<file path="config.mk">
export PLATFORM = sky130hd
export DESIGN_NAME = mul32_seq_flat
export DESIGN_NICKNAME = d
export VERILOG_FILES = /design/src/rtl/mul32_seq_pkg.sv /design/src/rtl/mul32_seq_if.sv /design/src/rtl/mul32_seq_acc.sv /design/src/rtl/mul32_seq.sv /design/src/flat_wrapper.sv
export SDC_FILE = /design/constraint.sdc
export NUM_CORES = 1
export LEC_CHECK = 0
export ABC_AREA = 1
export CAP_MARGIN = 10
export CORE_MARGIN = 4
export CORE_UTILIZATION = 30
export DETAILED_ROUTE_END_ITERATION = 8
export GPL_TIMING_DRIVEN = 0
export PLACE_DENSITY_LB_ADDON = 0.25
export SYNTH_ARGS = -nofsm -noshare
export SYNTH_HDL_FRONTEND = slang
export SYNTH_HIERARCHICAL = 1
export SYNTH_SLANG_ARGS = --single-unit
</file>
<file path="constraint.sdc">
create_clock -name clk -period 5.3 [get_ports clk]
set_input_delay 1.06 -clock clk [delete_from_list [all_inputs] [get_ports clk]]
set_output_delay 1.06 -clock clk [all_outputs]
set_load 0.1 [all_outputs]
</file>
<file path="src/rtl/mul32_seq_pkg.sv">
// Shared types and widths for the sequential 2*HALF_W x 2*HALF_W multiplier.
// Build option MUL32_SEQ_SIGNED_EN (see mul32_seq.sv) does not change this package.
package mul32_seq_pkg;

  typedef enum logic [1:0] {
    StIdle,
    StIssue,
    StWait,
    StFin
  } state_e;

  // Port widths of the downstream 18x18 multiplier.
  localparam int unsigned SubOpW   = 18;
  localparam int unsigned SubProdW = 36;

endpackage

</file>
<file path="src/rtl/mul32_seq_if.sv">
// Handshake to the downstream 18x18 sub-multiplier; master issues operands, slave returns product.
// Build option MUL32_SEQ_SIGNED_EN (see mul32_seq.sv) does not change this interface.
interface mul32_seq_if;
  import mul32_seq_pkg::*;

  logic                mul_start;
  logic [SubOpW-1:0]   mul_a;
  logic [SubOpW-1:0]   mul_b;
  logic                mul_done;
  logic [SubProdW-1:0] mul_p;

  modport master (output mul_start, mul_a, mul_b, input mul_done, mul_p);
  modport slave  (input mul_start, mul_a, mul_b, output mul_done, mul_p);

endinterface

</file>
<file path="src/rtl/mul32_seq_acc.sv">
// Shift-and-add accumulator: adds a sub-product shifted by 0, HALF_W or 2*HALF_W.
// Build option MUL32_SEQ_SIGNED_EN (see mul32_seq.sv) does not change this block.
module mul32_seq_acc
  import mul32_seq_pkg::*;
#(
  parameter int unsigned HALF_W = 16
) (
  input  logic                  clk,
  input  logic                  rst,
  input  logic                  clr_i,
  input  logic                  add_i,
  input  logic [1:0]            sel_i,
  input  logic [SubProdW-1:0]   prod_i,
  output logic [4*HALF_W-1:0]   acc_o
);

  localparam int unsigned AccW = 4 * HALF_W;

  logic [AccW-1:0] acc_q, acc_d, addend;

  // The size cast zero-extends or truncates; the sum wraps modulo 2^AccW.
  always_comb begin
    unique case (sel_i)
      2'd0:       addend = AccW'(prod_i);
      2'd1, 2'd2: addend = AccW'(prod_i) << HALF_W;
      default:    addend = AccW'(prod_i) << (2 * HALF_W);
    endcase
    acc_d = acc_q;
    if (clr_i) begin
      acc_d = '0;
    end else if (add_i) begin
      acc_d = acc_q + addend;
    end
  end

  always_ff @(posedge clk or posedge rst) begin
    if (rst) begin
      acc_q <= '0;
    end else begin
      acc_q <= acc_d;
    end
  end

  assign acc_o = acc_q;

endmodule

</file>
<file path="src/rtl/mul32_seq.sv">
// Sequential multiplier: four half-width partials on an external 18x18 multiplier, accumulated.
// Define MUL32_SEQ_SIGNED_EN for two's-complement operands (sign applied at FIN, no extra cycle).
module mul32_seq
  import mul32_seq_pkg::*;
#(
  parameter int unsigned HALF_W   = 16,
  parameter int unsigned WAIT_MAX = 255
) (
  input  logic                  clk,
  input  logic                  rst,
  input  logic                  start_i,
  input  logic [2*HALF_W-1:0]   a_i,
  input  logic [2*HALF_W-1:0]   b_i,
  mul32_seq_if.master           mul_if,
  output logic                  busy_o,
  output logic                  done_o,
  output logic                  err_o,
  output logic [4*HALF_W-1:0]   p_o
);

  localparam int unsigned OpW  = 2 * HALF_W;
  localparam int unsigned AccW = 4 * HALF_W;
  localparam int unsigned CntW = (WAIT_MAX > 1) ? $clog2(WAIT_MAX) : 1;

  state_e          state_q, state_d;
  logic [1:0]      idx_q, idx_d;
  logic [CntW-1:0] wcnt_q, wcnt_d;
  logic [OpW-1:0]  a_q, a_d, b_q, b_d;
  logic [AccW-1:0] p_q, p_d;
  logic            done_q, done_d, err_q, err_d;
  logic            acc_clr, acc_add;
  logic [AccW-1:0] acc;
  logic [OpW-1:0]  a_op, b_op;
  logic [AccW-1:0] res;

`ifdef MUL32_SEQ_SIGNED_EN
  logic neg_q, neg_d;

  // Unsigned magnitudes; the most-negative value maps onto its own bit pattern.
  assign a_op = a_i[OpW-1] ? -a_i : a_i;
  assign b_op = b_i[OpW-1] ? -b_i : b_i;
  assign res  = neg_q ? -acc : acc;

  always_comb begin
    neg_d = neg_q;
    if (state_q == StIdle && start_i) begin
      neg_d = a_i[OpW-1] ^ b_i[OpW-1];
    end
  end

  always_ff @(posedge clk or posedge rst) begin
    if (rst) begin
      neg_q <= 1'b0;
    end else begin
      neg_q <= neg_d;
    end
  end
`else
  assign a_op = a_i;
  assign b_op = b_i;
  assign res  = acc;
`endif

  always_comb begin
    state_d = state_q;
    idx_d   = idx_q;
    wcnt_d  = wcnt_q;
    a_d     = a_q;
    b_d     = b_q;
    p_d     = p_q;
    done_d  = 1'b0;
    err_d   = 1'b0;
    acc_clr = 1'b0;
    acc_add = 1'b0;
    unique case (state_q)
      StIdle: begin
        if (start_i) begin
          a_d     = a_op;
          b_d     = b_op;
          idx_d   = 2'd0;
          acc_clr = 1'b1;
          state_d = StIssue;
        end
      end
      StIssue: begin
        wcnt_d  = '0;
        state_d = StWait;
      end
      StWait: begin
        if (mul_if.mul_done) begin
          acc_add = 1'b1;
          if (idx_q == 2'd3) begin
            state_d = StFin;
          end else begin
            idx_d   = idx_q + 2'd1;
            state_d = StIssue;
          end
        end else if (wcnt_q == CntW'(WAIT_MAX - 1)) begin
          err_d   = 1'b1;
          state_d = StIdle;
        end else begin
          wcnt_d = wcnt_q + CntW'(1);
        end
      end
      StFin: begin
        p_d     = res;
        done_d  = 1'b1;
        state_d = StIdle;
      end
      default: state_d = StIdle;
    endcase
  end

  always_ff @(posedge clk or posedge rst) begin
    if (rst) begin
      state_q <= StIdle;
      idx_q   <= '0;
      wcnt_q  <= '0;
      a_q     <= '0;
      b_q     <= '0;
      p_q     <= '0;
      done_q  <= 1'b0;
      err_q   <= 1'b0;
    end else begin
      state_q <= state_d;
      idx_q   <= idx_d;
      wcnt_q  <= wcnt_d;
      a_q     <= a_d;
      b_q     <= b_d;
      p_q     <= p_d;
      done_q  <= done_d;
      err_q   <= err_d;
    end
  end

  mul32_seq_acc #(
    .HALF_W (HALF_W)
  ) u_acc (
    .clk    (clk),
    .rst    (rst),
    .clr_i  (acc_clr),
    .add_i  (acc_add),
    .sel_i  (idx_q),
    .prod_i (mul_if.mul_p),
    .acc_o  (acc)
  );

  // Partial order lo*lo, lo*hi, hi*lo, hi*hi: idx[1] picks the a half, idx[0] the b half.
  assign mul_if.mul_start = (state_q == StIssue);
  assign mul_if.mul_a     = SubOpW'(idx_q[1] ? a_q[OpW-1:HALF_W] : a_q[HALF_W-1:0]);
  assign mul_if.mul_b     = SubOpW'(idx_q[0] ? b_q[OpW-1:HALF_W] : b_q[HALF_W-1:0]);

  assign busy_o = (state_q != StIdle);
  assign done_o = done_q;
  assign err_o  = err_q;
  assign p_o    = p_q;

endmodule

</file>
<file path="src/flat_wrapper.sv">
// flat-port wrapper written by rule: the top's interface ports become plain ports
module mul32_seq_flat import mul32_seq_pkg::*;
#(
  parameter int unsigned HALF_W   = 16,
  parameter int unsigned WAIT_MAX = 255
)
  (clk, rst, start_i, a_i, b_i, busy_o, done_o, err_o, p_o, mul_if_mul_start, mul_if_mul_a, mul_if_mul_b, mul_if_mul_done, mul_if_mul_p);
  mul32_seq_if mul_if_i ();
  input  logic clk;
  input  logic rst;
  input  logic start_i;
  input  logic [2*HALF_W-1:0] a_i;
  input  logic [2*HALF_W-1:0] b_i;
  output logic busy_o;
  output logic done_o;
  output logic err_o;
  output logic [4*HALF_W-1:0] p_o;
  output wire logic [$bits(mul_if_i.mul_start)-1:0] mul_if_mul_start;
  output wire logic [$bits(mul_if_i.mul_a)-1:0] mul_if_mul_a;
  output wire logic [$bits(mul_if_i.mul_b)-1:0] mul_if_mul_b;
  input wire logic [$bits(mul_if_i.mul_done)-1:0] mul_if_mul_done;
  input wire logic [$bits(mul_if_i.mul_p)-1:0] mul_if_mul_p;
  assign mul_if_mul_start = mul_if_i.mul_start;
  assign mul_if_mul_a = mul_if_i.mul_a;
  assign mul_if_mul_b = mul_if_i.mul_b;
  assign mul_if_i.mul_done = mul_if_mul_done;
  assign mul_if_i.mul_p = mul_if_mul_p;
  mul32_seq #(.HALF_W(HALF_W), .WAIT_MAX(WAIT_MAX)) u_core (.clk(clk), .rst(rst), .start_i(start_i), .a_i(a_i), .b_i(b_i), .mul_if(mul_if_i), .busy_o(busy_o), .done_o(done_o), .err_o(err_o), .p_o(p_o));
endmodule
</file>
==> flow_metrics.tcl, run 1 <==
set metrics [dict create \
    synth_cell_types 43 \
    syn-instance-count 2263 \
    grt_pass1_vias 14500 \
    clk_pin_slew_worst_paths_ns 0.06 \
    async_reset_ff_share_pct 100 \
    post-route-period-util_pct 79.4 \
    hold_viol 0 \
    num_rows 81 \
    antenna_found_initial 5 \
    synth_area_mm2 0.0148 \
    r2r-end "u_core/u_acc/acc_o[59]" \
    dp_hpwl_um 45600 \
    finish.instance_area_mm2 0.0186 \
    finalWirelength_um 55300 \
    postCtsSetupRepairBufs 0 \
    maxSlewViolCount 0 \
    r2r_start "u_core/idx_q[1]" \
    critPathMaxStageDelay_ns 0.58 \
    cts_resized 0 \
    cts_max_level 1 \
    dpl.cell_count 3135 \
    p_sw_mw 6.32 \
    finalSetupViolations 0 \
    switching_share_pct 55.9 \
    crit_arrival_ns 4.65 \
    crit_required_ns 5.74 \
    instances_no_fill 3182 \
    grt_max_degree 93 \
    min_to "u_core/a_q[24]" \
    ir_drop_mv 0.673 \
    seqPwrFrac_pct 21.7 \
    fmax_mhz 237 \
    tightestPinTransition_ns 1.26 \
    cts_buffers 26 \
    synth-edff-count 0 \
    root_buffer "clkbuf_16" \
    synth_top_area_cell "dfrtp_1" \
    cpMaxStageDelayCell "dfrtp_1" \
    maxSlewHeadroom_pct 15.8 \
    area_growth_syn_to_layout_pct 25.7 \
    grt_pass1_wl_um 84000 \
    yosys_warnings 6 \
    leakagePower_nw 10.3 \
    ant_nets 0 \
    wl_per_cell_um 17.4 \
    final.min_clock_period_ns 4.21 \
    cts_hold_buf 0 \
    end_kind "flop" \
    holdPathStages 2 \
    min_from "u_core/a_q[24]" \
    ys_seq_area_share_pct 34.8 \
    die_x_um 230 \
    num_vias 14700 \
    yosys_most_used_dff "dfrtp_1" \
    antenna_cells 0 \
    ys_seq_elements 206 \
    clkLatencyLatePin_ns 0.55 \
    cp-start-kind "flop" \
    io_pins 208 \
    reg2reg_depth 15 \
    track_usage_pct 20.4 \
    fin_skew_ns 0.0131 \
    start_util_pct 30.3 \
    status "complete, no violations" \
    portBuffers 203 \
    cp_max_fo 10 \
    first_pass_iters 5 \
    holdWs_ns 0.479 \
    crit_top_cell "nand2_1" \
    pwr-share-comb_pct 62.3 \
    die-area_mm2 0.0530 \
    cts_tree "done" \
    synth_top_area_share_pct 34.8 \
    cp_cell_sequence "ha_1 -> inv_1 -> nand2_1 -> clkbuf_1 -> o22ai_1 -> ha_1 -> nand2_1 -> nor3_1 -> nand2_1 -> nor2_1 -> nand2_1 -> nand2_1 -> nand2_1 -> nand3_1 -> nand2_1" \
    nNetsFinal 2677 \
    cellInternalPower_mw 4.97 \
    gp_congestion 0.959 \
    crit_type "flop to flop" \
    drt_iter0_drc 931 \
    maxCapViolCount 0 \
    max-clock-path-buffers 3 \
    placed_area_mm2 0.0178 \
    cp-startpoint "u_core/idx_q[1]" \
    synthTopCellsByArea "dfrtp_1 (35%), nand2_1 (24%), inv_1 (11%)" \
    drive_gt1_share_pct 7.11 \
    power.density_mw_per_mm2 606 \
    final_cell_mix "nand2_1 (931), inv_1 (432), dfrtp_1 (206)" \
    remaining_drc_errors 0 \
    grt.overflow.total 0 \
    cts_sinks 206 \
    layout_commonest_cell "nand2_1" \
    vias_per_cell 4.61 \
    hold_path_class "flop to flop" \
    r2r_slack_ns 1.09 \
    die_y_um 230 \
    rsz0062_at_grt "false" \
    p_clk_share_pct 16.0 \
    syn_avg_cell_area_um2 6.55 \
    core_mm2 0.0488 \
]
## registers in the layout, indices dropped and copies added, names as in the netlist
signal              count
u_core/idx_q            2
u_core/p_o             64
u_core/state_q          2
u_core/wcnt_q           8
u_core/b_q             32
u_core/a_q             32
u_core/u_acc/acc_o     64
u_core/done_o           1
u_core/err_o            1
## power by group through the flow
stage / clock network, mW / registers (mW) / logic [mW]
detailed placement: 0 / 2.48 / 6.99
finish: 1.80 / 2.45 / 7.04
global route: 1.94 / 2.52 / 7.51
CTS: 1.87 / 2.46 / 7.02
floorplan: 0 / 3.54 / 3.91
global placement: 0 / 2.47 / 6.96
## layout make-up
class,count,area (um2)
repair buffers,205,2090
multi-input cells,1571,7740
plain buffers,52,290
fillers,5319,30200
well taps,664,831
inverters,437,1650
clock buffers,36,759
clock inverters,11,113
flip-flops and latches,206,5150
## cell usage after synthesis, drive strengths merged, types with 3 or more instances
| library cell | count |
|---|---|
| mux2 | 64 |
| o21bai | 3 |
| o22ai | 31 |
| inv | 437 |
| dfrtp | 206 |
| xor2 | 3 |
| o221ai | 4 |
| nor3 | 14 |
| ha | 73 |
| nand4 | 10 |
| or2 | 5 |
| a21oi | 58 |
| nand2 | 944 |
| o21ai | 111 |
| clkbuf | 29 |
| nor2 | 151 |
| o31ai | 4 |
| xnor2 | 4 |
| buf | 23 |
| nand3 | 80 |
## routing by layer
metal | track usage [%] | wire, um | share of wire (%) | vias up
met5 | 0 | 67 | 0.12 | -
li1 | - | - | - | 7383
met4 | 6.05 | 1650 | 3.0 | 10
met3 | 5.13 | 4340 | 7.8 | 81
met1 | 26.9 | 24500 | 44 | 6731
met2 | 33.3 | 24800 | 45 | 455
## how the worst max path moves through the flow
| stage | end | slack, ns | depth (start not counted) |
|---|---|---|---|
| floorplan | u_core/a_q[0] | 0.43 | 1 |
| global placement | u_core/p_o[16] | -1.89 | 2 |
| detailed placement | u_core/u_acc/acc_o[6] | 1.09 | 9 |
| CTS | mul_if_mul_b[14] | 1.04 | 3 |
| global route | u_core/u_acc/acc_o[55] | 0.86 | 17 |
| finish | u_core/u_acc/acc_o[59] | 1.09 | 15 |
## through the flow
step / power, mW / worst slack (ns) / utilization (%) / setup TNS (ns)
2_1_floorplan: 7.45 / 0.430 / - / 0
3_3_place_gp: 9.43 / -1.89 / 36.2 / -263.62
3_5_place_dp: 9.47 / 1.09 / 36.3 / 0
4_1_cts: 11.4 / 1.04 / 38.1 / 0
5_1_grt: 12.0 / 0.858 / 38.1 / 0
6_report: 11.3 / 1.09 / 38.1 / 0
## kinds of logic (layout without fill, tap and decap cells)
group / count (synthesis) / in the layout / share of synthesized area (%)
and+or+nand+nor: 1208 / 1208 / 32.7
buffers and inverters: 489 / 741 / 13.0
DFF: 206 / 206 / 34.8
other: 1 / 4 / 0.0253
adders and majority gates: 74 / 74 / 6.30
AOI/OAI and AO/OA: 214 / 214 / 7.85
muxes: 64 / 64 / 4.86
xor gates and xnor gates: 7 / 7 / 0.414
## critical path, delay by kind of cell, from the launching register on
family | cells | cell delay [ns]
AOI/OAI and AO/OA | 1 | 0.19
DFF | 1 | 0.58
buffers and inverters | 2 | 0.70
and+or+nand+nor | 10 | 1.79
adders and majority gates | 2 | 0.84
Note: power is estimated with default switching activity, not from simulation.
==> inputs of run 2 (changes only) <==
==> constraint.sdc (replaced) <==
create_clock -name clk -period 4 [get_ports clk]
set_input_delay 0.8 -clock clk [delete_from_list [all_inputs] [get_ports clk]]
set_output_delay 0.8 -clock clk [all_outputs]
set_load 0.1 [all_outputs]
==> run 2 against run 1 <==
Against the previous run: sequential power grew 32%; worst setup slack lost 0.83 ns; worst hold slack is essentially flat; routed wire length is 0.98% lower; highest routed layer unchanged; sequential cell count unchanged; non-clock buffer count is 3 higher; die area unchanged.
==> flow_metrics.tcl, run 2 (synthesis gave the netlist of run 1 again) <==
set metrics [dict create \
    ant_nets 0 \
    end_kind "output port" \
    grt_pass1_vias 14500 \
    ir_drop_mv 0.645 \
    first_pass_iters 5 \
    finalWirelength_um 54800 \
    cts_max_level 1 \
    hold_path_class "flop to flop" \
    crit_required_ns 3.20 \
    crit_arrival_ns 2.94 \
    cp_max_fo 10 \
    num_vias 14800 \
    die_x_um 230 \
    antenna_found_initial 4 \
    final_cell_mix "nand2_1 (930), inv_1 (432), dfrtp_1 (204)" \
    drt_iter0_drc 1001 \
    cp-start-kind "flop" \
    track_usage_pct 20.3 \
    cts_sinks 206 \
    area_growth_syn_to_layout_pct 26.3 \
    tns_ns 0 \
    power.density_mw_per_mm2 802 \
    fin_skew_ns 0.0304 \
    fin_ws_ns 0.256 \
    nNetsFinal 2680 \
    max-clock-path-buffers 3 \
    grt.overflow.total 0 \
    holdWs_ns 0.479 \
    gp_congestion 0.950 \
    antenna_cells 0 \
    tightestPinTransition_ns 1.13 \
    crit_type "flop to output port" \
    holdPathStages 2 \
    num_rows 81 \
    io_pins 208 \
    cts_buffers 26 \
    finalSetupViolations 0 \
    remaining_drc_errors 0 \
    drive_gt1_share_pct 7.54 \
    reg2reg_depth 17 \
    utilization_pct 38.3 \
    maxSlewViolCount 0 \
    place_ws_ns -0.183 \
    r2r-end "u_core/u_acc/acc_o[55]" \
    start_util_pct 30.3 \
    wl_per_cell_um 17.2 \
    grt_max_degree 41 \
    maxSlewHeadroom_pct 24.2 \
    post-route-period-util_pct 93.6 \
    root_buffer "clkbuf_16" \
    dp_hpwl_um 45500 \
    maxCapViolCount 0 \
    clkLatencyLatePin_ns 0.56 \
    final.min_clock_period_ns 3.74 \
    r2r_slack_ns 0.26 \
    min_to "u_core/a_q[26]" \
    status "complete, no violations" \
    fmax_mhz 267 \
    vias_per_cell 4.64 \
    hold_viol 0 \
    core_mm2 0.0488 \
    die-area_mm2 0.0530 \
    die_y_um 230 \
    layout_commonest_cell "nand2_1" \
    cts_tree "done" \
    portBuffers 203 \
    r2r_start "u_core/idx_q[1]" \
    grt_pass1_wl_um 83600 \
    min_from "u_core/a_q[26]" \
    clk_pin_slew_worst_paths_ns 0.06 \
    leakagePower_nw 10.4 \
    rsz0062_at_grt "false" \
]
run 2: cell count changes in the layout (fill, tap and decap cells not counted), sizes merged:
| cell | previous run | this run |
|---|---|---|
| buf | 25 | 28 |
| bufinv | 2 | 4 |
| clkbuf | 65 | 62 |
| clkinv | 7 | 4 |
| clkinvlp | 0 | 5 |
| inv | 439 | 436 |
run 2: how the worst max path moves through the flow:
stage                          from                      to  slack [ns]  depth (start not counted)
global placement    u_core/idx_q[1]  u_core/u_acc/acc_o[59]       -0.19                         15
floorplan           u_core/idx_q[0]        mul_if_mul_b[12]        0.42                          2
finish              u_core/idx_q[0]        mul_if_mul_b[13]        0.26                          4
CTS                 u_core/idx_q[1]  u_core/u_acc/acc_o[48]        0.02                         17
global route        u_core/idx_q[1]  u_core/u_acc/acc_o[55]        0.05                         17
detailed placement  u_core/idx_q[1]  u_core/u_acc/acc_o[59]       -0.18                         17
run 2: repair_timing:
item,4_1_cts,5_1_grt
endpoints found under the setup margin,12,34
hold buffers,0,0
pin swaps,0,0
setup buffers,0,0
resized for setup,3,11
run 2: per-stage QoR:
step / total power, mW / instances / cell area, um2
2_1_floorplan: 9.87 / 2266 / 14800
3_3_place_gp: 12.5 / 3133 / 17700
3_5_place_dp: 12.5 / 3138 / 17800
4_1_cts: 15.1 / 3183 / 18700
5_1_grt: 15.9 / 3183 / 18700
6_report: 15.0 / 3183 / 18700
run 2: worst max-delay path, cell delays in order, from the launching register on:
cell and delay (ns):
dfrtp_2 0.48, clkbuf_1 0.45, nand2_1 0.08, o21ai_0 0.16, clkdlybuf4s50_1 1.21
run 2: final cells by class:
| type | count | area (um2) |
|---|---|---|
| clock buffers | 33 | 718 |
| inverters | 437 | 1650 |
| multi-input cells | 1571 | 7740 |
| repair buffers | 208 | 2140 |
| flip-flops and latches | 206 | 5160 |
| clock inverters | 12 | 174 |
| plain buffers | 52 | 298 |
| well taps | 664 | 831 |
| fillers | 5248 | 30100 |
run 2: power by group:
part,leakage (nW),switching [mW],internal [mW]
clock network,0.425,0.939,1.52
registers,2.73,0.450,2.79
logic,7.20,6.95,2.36
total,10.4,8.34,6.68
run 2: layer usage:
| metal | up-vias | part of all wire (%) | wire (um) | global-route usage [%] |
|---|---|---|---|---|
| met1 | 6820 | 45 | 24600 | 27.3 |
| met3 | 94 | 7.0 | 3820 | 4.22 |
| li1 | 7376 | - | - | - |
| met4 | 8 | 3.4 | 1870 | 6.48 |
| met5 | - | 0.10 | 57 | 0 |
| met2 | 466 | 45 | 24400 | 32.6 |
==> variant 1: new RTL, config.mk and constraints of run 1 <==
Set the package constant `SubOpW` to 9 (it was 18).
--- a/src/rtl/mul32_seq_pkg.sv
+++ b/src/rtl/mul32_seq_pkg.sv
@@ -10,7 +10,7 @@
   } state_e;
 
   // Port widths of the downstream 18x18 multiplier.
-  localparam int unsigned SubOpW   = 18;
+  localparam int unsigned SubOpW   = 9;
   localparam int unsigned SubProdW = 36;
 
 endpackage
Interface: changed (resized mul_if_mul_a and mul_if_mul_b); port bits go from 208 to 190. No check against the original RTL was run, so the function may have changed too.
==> variant 1 against run 1 <==
Sequential cell count down 28; global-route usage up 0.14 points; largest power group unchanged; routed wire length down 8.6%; synthesized area down 8.3%; power down 19%; worst setup slack better by 0.089 ns; cell area down 11%.
==> variant 1: results (changes against run 1) <==
* Skew final at 0.0161 ns (+0.00298 ns)
* Synth Area in XOR/XNOR at 0.516% (+0.10 points)
* Vias/cell at 4.62 (+0.26%)
* Diode count at 0 (unchanged)
* Gpl congestion at 0.939 (-2.1%)
* DRT Pass-1 Iters at 6 (+1)
* Layout Cells excl Fill at 2898 (-8.9%)
* Buffers added on ports at 161 (-21%)
* Fmax at 0.243 GHz (+2.2%)
* Cell leakage power at 9.45 nW (-8.7%)
* Hold Path Origin: u_core/b_q[2]
* Mean post-synth cell area at 6.44 um2 (-1.6%)
* Seq/Total Area, Yosys at 32.8% (-2.0 points)
* Max IR drop VDD at 0.000599 V (-11%)
* Critical Path End: u_core/u_acc/acc_o[55]
* Area after DPL at 16000 um2 (-9.8%)
* Worst skew pair latency at 0.50 ns (-0.05 ns)
* GRT met1 Usage at 28.0% (+1.1 points)
* Number of global-route vias before repair at 12900 (-11%)
* Switching Share at 56.6% (+0.65 points)
* Status: finished, final reports clean
* R2R depth at 17 (+2)
* Clk slew on worst S/H paths at 0.08 ns (+0.02 ns)
* GRT Total Usage at 20.6% (+0.14 points)
* Top cells by count, synth: nand2_1, inv_1, dfrtp_1
* Largest net degree at the start of global routing at 83 (-11%)
* Compound-cell area share of the yosys netlist at 7.00% (-0.86 points)
* Routed len/inst at 17.5 um (+0.38%)
* Setup Slack @ Placement at 1.19 ns (+0.0990 ns)
* WP data arrival at 4.51 ns (-0.14 ns)
* CTS max path bufs at 2 (-1)
* CTS buffer count at 17 (-35%)
* Area contributors post-synth: dfrtp_1, nand2_1, inv_1, ha_1, mux2_2
* Global-route wire length before repair at 76600 um (-8.8%)
* Pint at 0.00399 W (-20%)
* Fraction of layout cells with a size suffix above 1 at 7.11% (about the same)
* Post-synthesis adder-cell area fraction at 6.87% (+0.57 points)
* Initial antenna violation count at 7 (+2)
* Seq pwr share at 22.9% (+1.2 points)
* H-Tree Depth at 4 (+3)
* Mux share of post-synthesis cell area at 5.30% (+0.44 points)
* P_clk at 0.00133 W (-26%)
* Fillers at 4855 (-8.7%)
* Reg-to-reg startpoint: u_core/idx_q[0]
* Unique cell type count in the Yosys netlist at 42 (-2.3%)
* HPWL after DPL at 42400 um (-7.0%)
* Fin nets at 2471 (-7.7%)
* Routing usage on met2 at 31.9% (-1.4 points)
* Worst Tran Pin Value at 1.06 ns (-0.194 ns)
* Critical path's largest stage delay at 0.53 ns (-0.05 ns)
* Slowest stage cell, crit path: clkbuf_1
## variant 1: worst min-delay path by stage
stage / end / slack (ns) / cells past startpoint
5_1_grt: u_core/b_q[2] / 0.50 / 2
3_5_place_dp: u_core/b_q[21] / 0.47 / 2
4_1_cts: u_core/b_q[21] / 0.49 / 2
2_1_floorplan: u_core/a_q[23] / 0.45 / 2
3_3_place_gp: u_core/b_q[7] / 0.46 / 2
6_report: u_core/b_q[2] / 0.48 / 2
## variant 1: cell type report
type	instances	area (um2)	share of cell area, %
timing repair buffer	164	1670	10.1
clock buffer	18	439	2.64
tap	592	741	4.46
buffer	38	245	1.48
multi-input combinational	1481	7340	44.2
inverter	413	1560	9.38
sequential	178	4450	26.8
clock inverter	14	164	0.987
## variant 1: layer usage
metal	up-vias	part of all wire, %
li1	6788	-
met1	6137	47
met2	382	44
met3	65	7.4
met4	14	2.1
met5	-	0.21
==> variant 2: new RTL, flow settings as in run 1 <==
Without the edit above. Re-encode `state_e` (4 states) as Gray code, 2 bits wide.
--- a/src/rtl/mul32_seq_pkg.sv
+++ b/src/rtl/mul32_seq_pkg.sv
@@ -3,10 +3,10 @@
 package mul32_seq_pkg;
 
   typedef enum logic [1:0] {
-    StIdle,
-    StIssue,
-    StWait,
-    StFin
+    StIdle  = 2'b00,
+    StIssue = 2'b01,
+    StWait  = 2'b11,
+    StFin   = 2'b10
   } state_e;
 
   // Port widths of the downstream 18x18 multiplier.
Formal check against the unedited RTL: no difference found for any inputs over 4 cycles, from zero or initial values and one cycle with rst high; so few cycles prove little.
==> variant 2 against run 1 <==
Routed wire length is 1.6% higher; cell count is 4.0% higher; non-clock buffer count is 6 higher; fmax is 5.0% lower; first-iteration DRC count is 25% higher; cell area is 0.29% lower; clock skew is 0.013 ns higher; count of clock-buffer cells in the layout is 5 lower; power is 2.1% higher; worst setup slack worse by 0.22 ns; synthesized area is 0.52% lower; sequential cell count stayed put; highest routed layer unchanged.
==> variant 2: results (changes against run 1) <==
* Number of global-route vias before repair at 14900 (+2.8%)
* Global-route wire length before repair at 85800 um (+2.0%)
* Final clock-cell share at 4.91% (+0.23 points)
* Cell count after placement at 3264 (+4.1%)
* Invs w/o clock at 417 (-4.6%)
* Pwr dens at 621 nW/um2 (+2.4%)
* Gpl congestion at 0.978 (+2.0%)
* Fraction of area in multi-input gates at 41.5% (about the same)
* Drt initial violations at 1166 (+25%)
* Final WL at 56200 um (+1.6%)
* Fin nets at 2809 (+4.9%)
* Top cells by count, synth: nand2_1, inv_1, dfrtp_1
* Multi-input gate count at 1722 (+9.6%)
* Largest net degree at the start of global routing at 90 (-3.2%)
* GRT Total Usage at 20.8% (+0.31 points)
* Routed len/inst at 17.0 um (-2.3%)
* Vias/cell at 4.64 (+0.65%)
* Area after DPL at 17700 um2 (-0.53%)
* HPWL after DPL at 46600 um (+2.3%)
* Critical path's largest stage delay at 0.55 ns (-0.03 ns)
* Unique cell type count in the Yosys netlist at 39 (-9.3%)
* Seq/Total Area, Yosys at 35.0% (+0.18 points)
* Non-clk bufs at 263 (+2.3%)
* Slew headroom at 19.9% (+4.1 points)
* Max IR drop VDD at 0.000230 V (-66%)
* Initial antenna violation count at 2 (-3)
* Layout clock buffer count at 31 (-14%)
* Fraction of cell area in non-clock buffers at 12.9% (+0.13 points)
* Status: finished, final reports clean
* Area growth syn-to-layout at 26.0%
* Skew final at 0.0266 ns (+0.0134 ns)
* Mean post-synth cell area at 6.14 um2 (-6.2%)
* Area contributors post-synth: dfrtp_1, nand2_1, inv_1, ha_1, nor2_1
* WP data arrival at 4.85 ns (+0.20 ns)
* DRT Pass-1 Iters at 8 (+3)
* Fillers at 5132 (-3.5%)
[variant 2: cell count changes in the layout (fill, tap and decap cells not counted), sizes merged, moves of 5 or more]
cell,before,now
buf,25,31
clkbuf,65,60
inv,439,418
mux2,64,0
nand2,944,1189
o21ai,111,81
[variant 2: power by group]
group | switching, W | leakage, nW | internal [W]
Combinational | 0.00530 | 7.44 | 0.00176
Clock | 0.000734 | 0.437 | 0.00119
Sequential | 0.000414 | 2.71 | 0.00213
[variant 2: worst min-delay path: stages (launching register included)]
cell     delay (ns)
dfrtp_1        0.34
nand2_1        0.05
nand2_1        0.04
[variant 2: logic make-up (layout without fill, tap and decap cells)]
family                     Yosys count  count (layout)  synth area share [%]
xor gates and xnor gates             6               6                 0.357
DFF                                206             206                  35.0
and+or+nand+nor                   1454            1454                  38.9
buffers and inverters              475             726                  12.8
other                                1               4                0.0254
AOI/OAI and AO/OA                  188             188                  7.00
adders and majority gates           70              70                  5.99
[variant 2: final timing paths]
check | from | endpoint | slack (ns)
max in group asynchronous | rst | u_core/p_o[12] | 3.42
max | u_core/idx_q[0] | u_core/u_acc/acc_o[48] | 0.87
min reg2reg | u_core/p_o[15] | u_core/p_o[15] | 0.47
max reg2reg | u_core/idx_q[0] | u_core/u_acc/acc_o[48] | 0.87
min | u_core/p_o[15] | u_core/p_o[15] | 0.47
min in group asynchronous | rst | u_core/u_acc/acc_o[23] | 1.02
[variant 2: metal layers]
| metal | routed length, um | GRT usage [%] | vias to the layer above |
|---|---|---|---|
| met5 | 23 | 0 | - |
| met4 | 1930 | 6.73 | 4 |
| met3 | 4220 | 3.13 | 90 |
| met2 | 25400 | 34.7 | 500 |
| met1 | 24600 | 27.6 | 7055 |
| li1 | - | - | 7700 |
